`src/rtl/additionneur_pkg.sv`:
```
// ---------------------------------------------------------------------------
// additionneur_pkg
// Shared constants and types for the registered ripple-carry adder.
//   ADD_WIDTH_DEF  : default operand/sum width in bits
//   add_word_t     : operand / sum word at the default width
//   add_result_t   : exact result word {carry, sum} at the default width
// ---------------------------------------------------------------------------
package additionneur_pkg;

  localparam int ADD_WIDTH_DEF = 8;

  typedef logic [ADD_WIDTH_DEF-1:0] add_word_t;
  typedef logic [ADD_WIDTH_DEF:0]   add_result_t;

endpackage : additionneur_pkg

```
`src/rtl/full_adder_1bit.sv`:
```
// ---------------------------------------------------------------------------
// full_adder_1bit
// One cell of the ripple-carry chain.
//   a, b  : operand bits
//   cin   : carry from the previous (less significant) cell
//   s     : sum bit
//   cout  : carry into the next (more significant) cell
// ---------------------------------------------------------------------------
module full_adder_1bit (
  input  logic a,
  input  logic b,
  input  logic cin,
  output logic s,
  output logic cout
);

  // Majority function gives the carry; the three-way XOR gives the sum.
  assign s    = a ^ b ^ cin;
  assign cout = (a & b) | (a & cin) | (b & cin);

endmodule : full_adder_1bit

```
`src/rtl/additionneur_8bit_sync.sv`:
```
// ---------------------------------------------------------------------------
// additionneur_8bit_sync
// Registered WIDTH-bit ripple-carry adder: {rout, s} <= a + b + rin, one
// cycle after in_valid, with out_valid marking the cycle the result lands.
//   clk       : system clock, rising edge
//   rst_n     : synchronous active-low reset
//   in_valid  : a, b, rin carry a new operation this cycle
//   a, b      : unsigned operands
//   rin       : carry-in
//   s         : registered sum (low WIDTH bits)
//   rout      : registered carry-out (bit WIDTH)
//   ovf       : registered signed overflow (only with ADDITIONNEUR_OVF_FLAG_EN)
//   out_valid : s/rout were updated by the previous cycle's in_valid
// Optional build macro: ADDITIONNEUR_OVF_FLAG_EN adds the ovf output.
// ---------------------------------------------------------------------------
module additionneur_8bit_sync
  import additionneur_pkg::*;
#(
  parameter int WIDTH = ADD_WIDTH_DEF
) (
  input  logic             clk,
  input  logic             rst_n,
  input  logic             in_valid,
  input  logic [WIDTH-1:0] a,
  input  logic [WIDTH-1:0] b,
  input  logic             rin,
  output logic [WIDTH-1:0] s,
  output logic             rout,
`ifdef ADDITIONNEUR_OVF_FLAG_EN
  output logic             ovf,
`endif
  output logic             out_valid
);

  logic [WIDTH:0]   carry;
  logic [WIDTH-1:0] sumBits;

  logic [WIDTH-1:0] sum_d,   sum_q;
  logic             carry_d, carry_q;
  logic             valid_q;

  // carry[i] feeds cell i; carry[WIDTH] is the carry-out of the chain.
  assign carry[0] = rin;

  for (genvar i = 0; i < WIDTH; i++) begin : gen_chain
    full_adder_1bit u_fa (
      .a    (a[i]),
      .b    (b[i]),
      .cin  (carry[i]),
      .s    (sumBits[i]),
      .cout (carry[i+1])
    );
  end

  // Operands are only looked at under in_valid, so unknown idle operands
  // never reach the result registers.
  always_comb begin
    sum_d   = sum_q;
    carry_d = carry_q;
    if (in_valid) begin
      sum_d   = sumBits;
      carry_d = carry[WIDTH];
    end
  end

  always_ff @(posedge clk) begin
    if (!rst_n) begin
      sum_q   <= '0;
      carry_q <= 1'b0;
      valid_q <= 1'b0;
    end else begin
      sum_q   <= sum_d;
      carry_q <= carry_d;
      valid_q <= in_valid;
    end
  end

  assign s         = sum_q;
  assign rout      = carry_q;
  assign out_valid = valid_q;

`ifdef ADDITIONNEUR_OVF_FLAG_EN
  logic ovf_d, ovf_q;

  // Signed overflow: carries into and out of the sign bit disagree.
  always_comb begin
    ovf_d = ovf_q;
    if (in_valid) begin
      ovf_d = carry[WIDTH] ^ carry[WIDTH-1];
    end
  end

  always_ff @(posedge clk) begin
    if (!rst_n) begin
      ovf_q <= 1'b0;
    end else begin
      ovf_q <= ovf_d;
    end
  end

  assign ovf = ovf_q;
`endif

endmodule : additionneur_8bit_sync

```
`config.mk`:
```
export PLATFORM = sky130hd
export DESIGN_NAME = additionneur_8bit_sync
export DESIGN_NICKNAME = d
export VERILOG_FILES = /design/src/rtl/additionneur_pkg.sv /design/src/rtl/full_adder_1bit.sv /design/src/rtl/additionneur_8bit_sync.sv
export SDC_FILE = /design/constraint.sdc
export NUM_CORES = 1
export LEC_CHECK = 0
export ABC_AREA = 1
export ABC_CLOCK_PERIOD_IN_PS = 4000
export BUFFER_PORTS_ARGS = -buffer_cell sky130_fd_sc_hd__buf_4
export CORE_MARGIN = 2
export CORE_UTILIZATION = 41
export DETAILED_ROUTE_END_ITERATION = 10
export PLACE_DENSITY = 0.75
export SLEW_MARGIN = 30
export SYNTH_ARGS = -nofsm -noshare
export SYNTH_HDL_FRONTEND = slang
export SYNTH_SLANG_ARGS = --single-unit
```
`constraint.sdc`:
```
create_clock -name clk -period 4 [get_ports clk]
set_input_delay 0.4 -clock clk [delete_from_list [all_inputs] [get_ports clk]]
set_output_delay 0.4 -clock clk [all_outputs]
set_load 0.02 [all_outputs]
```
* Word-level counts from Yosys, hierarchy flattened
Index checks and enable logic that the tools add are counted.
Word-level totals: register bits after elaboration 10, output and inout port bits 10, logic and storage cells 59
Cells by class: bitwise logic cells 56
Operator list (count):
- $and 1x1->1 | 24
- $or 1x1->1 | 16
- $xor 1x1->1 | 16

* Depth between registers and ports, before layout
word-level depth 24, depth in mapped cells 14

* By module
From an unflattened synthesis, not the netlist that was laid out.
Unflattened totals: cells, all modules 68, area, all modules 573.0 µm²
Modules (own cells, without submodules):
- additionneur_8bit_sync | instances 1, cells an instance 60, area an instance 412.9 µm²
- full_adder_1bit | instances 8, cells an instance 1, area an instance 20.0 µm²

* Least setup slack after synthesis
Ideal clock, no wire load.
path kind in2reg, start point in a[0], end point reg sum_q[7] (netlist: s[7]), arrival 3.531 ns, slack 0.405 ns, stages on the path 14, path through inv_1 > fa_1 > inv_1 > fa_1 > fa_1 > fa_1 > fa_1 > fa_1 > fa_1 > inv_1 > fa_1 > nand2_1 > nand2_1 > nor2_1
On the way: cells in the longest elaborated chain, start to end 22, elaborated cells between the ends (all ways) 29, classes of those cells 29 x bitwise
RTL lines:
- start, declared | line additionneur_8bit_sync.sv:24 | input logic [WIDTH-1:0] a,
- $and 1x1->1 | line full_adder_1bit.sv:19 | assign cout = (a & b) | (a & cin) | (b & cin);
- $or 1x1->1 * (2 in series) | line full_adder_1bit.sv:19
- $and 1x1->1 | line full_adder_1bit.sv:19
- $or 1x1->1 | line full_adder_1bit.sv:19
- $or 1x1->1 * | line full_adder_1bit.sv:19
- $and 1x1->1 | line full_adder_1bit.sv:19
- $or 1x1->1 | line full_adder_1bit.sv:19
- $or 1x1->1 * | line full_adder_1bit.sv:19
- (+5 left out)
- $or 1x1->1 * | line full_adder_1bit.sv:19
- $and 1x1->1 | line full_adder_1bit.sv:19
- $or 1x1->1 | line full_adder_1bit.sv:19
- $or 1x1->1 * | line full_adder_1bit.sv:19
- $and 1x1->1 | line full_adder_1bit.sv:19
- $or 1x1->1 | line full_adder_1bit.sv:19
- $or 1x1->1 * | line full_adder_1bit.sv:19
- $xor 1x1->1 * | line full_adder_1bit.sv:18 | assign s = a ^ b ^ cin;
- end signal, assigned | line additionneur_8bit_sync.sv:72 | sum_q <= sum_d;
- end, declared | line additionneur_8bit_sync.sv:38 | logic [WIDTH-1:0] sum_d, sum_q;
Every way passes the cells marked *; elsewhere a longest branch is shown, timed or not. A chain may end at the register's enable or synchronous reset.

* Worst setup path after layout
Ends and elaborated chain as after synthesis.

==> qor.csv <==
metric,value,unit
status,"finished, final reports clean",
cts_buffers,3,
required,4.20,ns
ios,30,
synthFlopType,dfxtp_1,
hold_violations,0,
core_area,0.00127,mm²
synth_edf_count,0,
r2r_slack,3.38,ns
nets,120,
reg2reg_depth,2,
cts_setup_buffers,0,
layout_min_cycle_time,3.57,ns
cp_common_cell,fa_1,
start_kind,input port,
slew_headroom,88.4,%
final_cell_area,792,µm²
post_drt_wl_per_cell,9.44,µm
drive_above_1_share,36.3,%
p_clk_share,31.7,%
die_x,40.2,µm
cts_tree,yes,
holdWs,0.399,ns
overflow,0,
skew,0,ns
startpoint,a[0],
synth_commonest_cells,"nor2_1 (17), dfxtp_1 (10), inv_1 (10)",
p_comb_share,27.3,%
core.rowCount,13,
holdCritPathClass,input port to flop,
root_buffer,clkbuf_4,
grt_max_degree,15,
post-synth-top-count-cell,nor2_1,
rsz0062_at_grt,false,
netlist_top_cells_area,"dfxtp_1 (37%), fa_1 (30%), nor2_1 (12%)",
switching_power,0.0750,mW
synth.yosys.seq_area_share,37.2,%
drv_slew,0,
finalWirelength,1000,µm
p_int,0.202,mW
fin_crit_sh,89.4,%
grt_pass1_wl,1570,µm
yosysWarnings,0,
grt_pass1_vias,411,
avgSynthCellArea,8.97,µm²
dieArea,0.00162,mm²
tns,0,ns
worstMarginPinSlew,0.173,ns
die_height,40.2,µm
cts_sinks,10,
cts.reportedPaths.clkPinSlew,0.06,ns
hold_depth,3,
drtAntennaViolNets,0,
syn_to_final_growth,47.2,%
finalSetupViolations,0,
drc,0,
placement.io_buffers,29,
critPathMaxStageDelay,0.40,ns
first_iter_violations,9,
ys_ff_latch,10,
ir_drop,0.240,mV
p_seq_share,41.0,%
p_leak,0.423,nW
n_antenna_cell,0,
place_area,756,µm²
arrival,3.78,ns
cts_resized,0,
antenna_found_initial,0,
synthArstFlopShare,0,%
cts_buffer_depth,2,
via_per_inst,4.38,
place_congestion,0.590,
initial_core_util,42.4,%
crit_slowest_cell,fa_1,
timing.rr.start,s[4],
fmax,280,MHz
power.switching_fraction,27.1,%
cts_htree_levels,1,
end_kind,flop,
powerDensity,349,mW/mm²
synth.distinct_cells,9,
dp_hpwl,814,µm
netlist_area,538,µm²
synth.largest_area_cell,dfxtp_1,
syn_nets,88,
num_vias,464,
worstPathCellList,buf_4 > inv_1 > fa_1 > inv_1 > fa_1 > fa_1 > fa_1 > fa_1 > fa_1 > fa_1 > inv_1 > fa_1 > nand2_1 > nand2_1 > nor2_1,
cp-endpoint,s[7],
cp_max_fo,1,
yosys.area.top_type_share,37.2,%
r2r_end,s[4],
maxCapViolCount,0,
clock_latency,0.26,ns
dr.pass1.iters,2,
track_usage,15.3,%
path_class,input port to flop,
cts_hold_buf,0,
syn_inst,60,
[worst max-delay path, delay by kind of cell]
family | cells | cell delay [ns]
fa+ha+maj | 8 | 2.88
buf+inv | 4 | 0.32
simple gates | 3 | 0.18
[power by group through the flow]
stage,Combinational [mW],Clock [mW],Sequential (mW)
4_1_cts,0.0774,0.0915,0.113
3_5_place_dp,0.0761,0,0.116
5_1_grt,0.0856,0.0964,0.114
2_1_floorplan,0.0303,0,0.127
3_3_place_gp,0.0753,0,0.115
6_report,0.0756,0.0876,0.113
[through the flow]
stage / utilization, % / cells / power [mW] / setup slack [ns]
4_1_cts: 62.4 / 106 / 0.282 / 0.401
2_1_floorplan: - / 60 / 0.157 / 0.405
3_5_place_dp: 59.6 / 102 / 0.192 / 0.155
6_report: 62.4 / 106 / 0.277 / 0.426
5_1_grt: 62.4 / 106 / 0.296 / 0.312
3_3_place_gp: 59.6 / 102 / 0.191 / 0.192
[layout by cell type, fill, tap and decap left out, drive strengths merged]
master / count
buf: 29
o21ai: 7
inv: 10
nor2: 17
fa: 8
nand2: 6
clkbuf: 4
dfxtp: 10
[state kept, by name (all words and copies together) (netlist names)]
signal and flops:
s 8, rout 1, out_valid 1
[cell type report]
cell class,count,area (µm²)
Clock buffer,4,36.3
Inverter,10,37.5
Multi-Input combinational cell,38,282
Tap cell,15,18.8
Timing Repair Buffer,29,218
Sequential cell,10,200
Fill cell,119,477
[metal layers]
layer  vias to the layer above  wire, µm  global-route usage [%]
met4                         0         0                    2.50
met3                         0        93                    10.0
li1                        237         -                       -
met2                        20       511                    25.4
met5                         -         0                       0
met1                       207       397                    16.7
[kinds of logic (layout without fill, tap and decap cells)]
kind of cell,count (synthesis),after routing,synth area share [%]
AO/OA/AOI/OAI,7,7,6.51
adder cells (fa/ha/maj),8,8,29.8
buffers and inverters,12,43,10.5
flip-flops,10,10,37.2
AND/OR/NAND/NOR,23,23,16.0
[how the worst min path moves through the flow]
stage                     slack, ns  startpoint        end
after global routing           0.41       rst_n       s[7]
after detailed placement       0.47        s[7]       s[7]
after global placement         0.46        s[7]       s[7]
final                          0.40       rst_n  out_valid
after floorplan                0.54        rout       rout
after CTS                      0.39       rst_n  out_valid
Power figures use the tool's default switching activity.
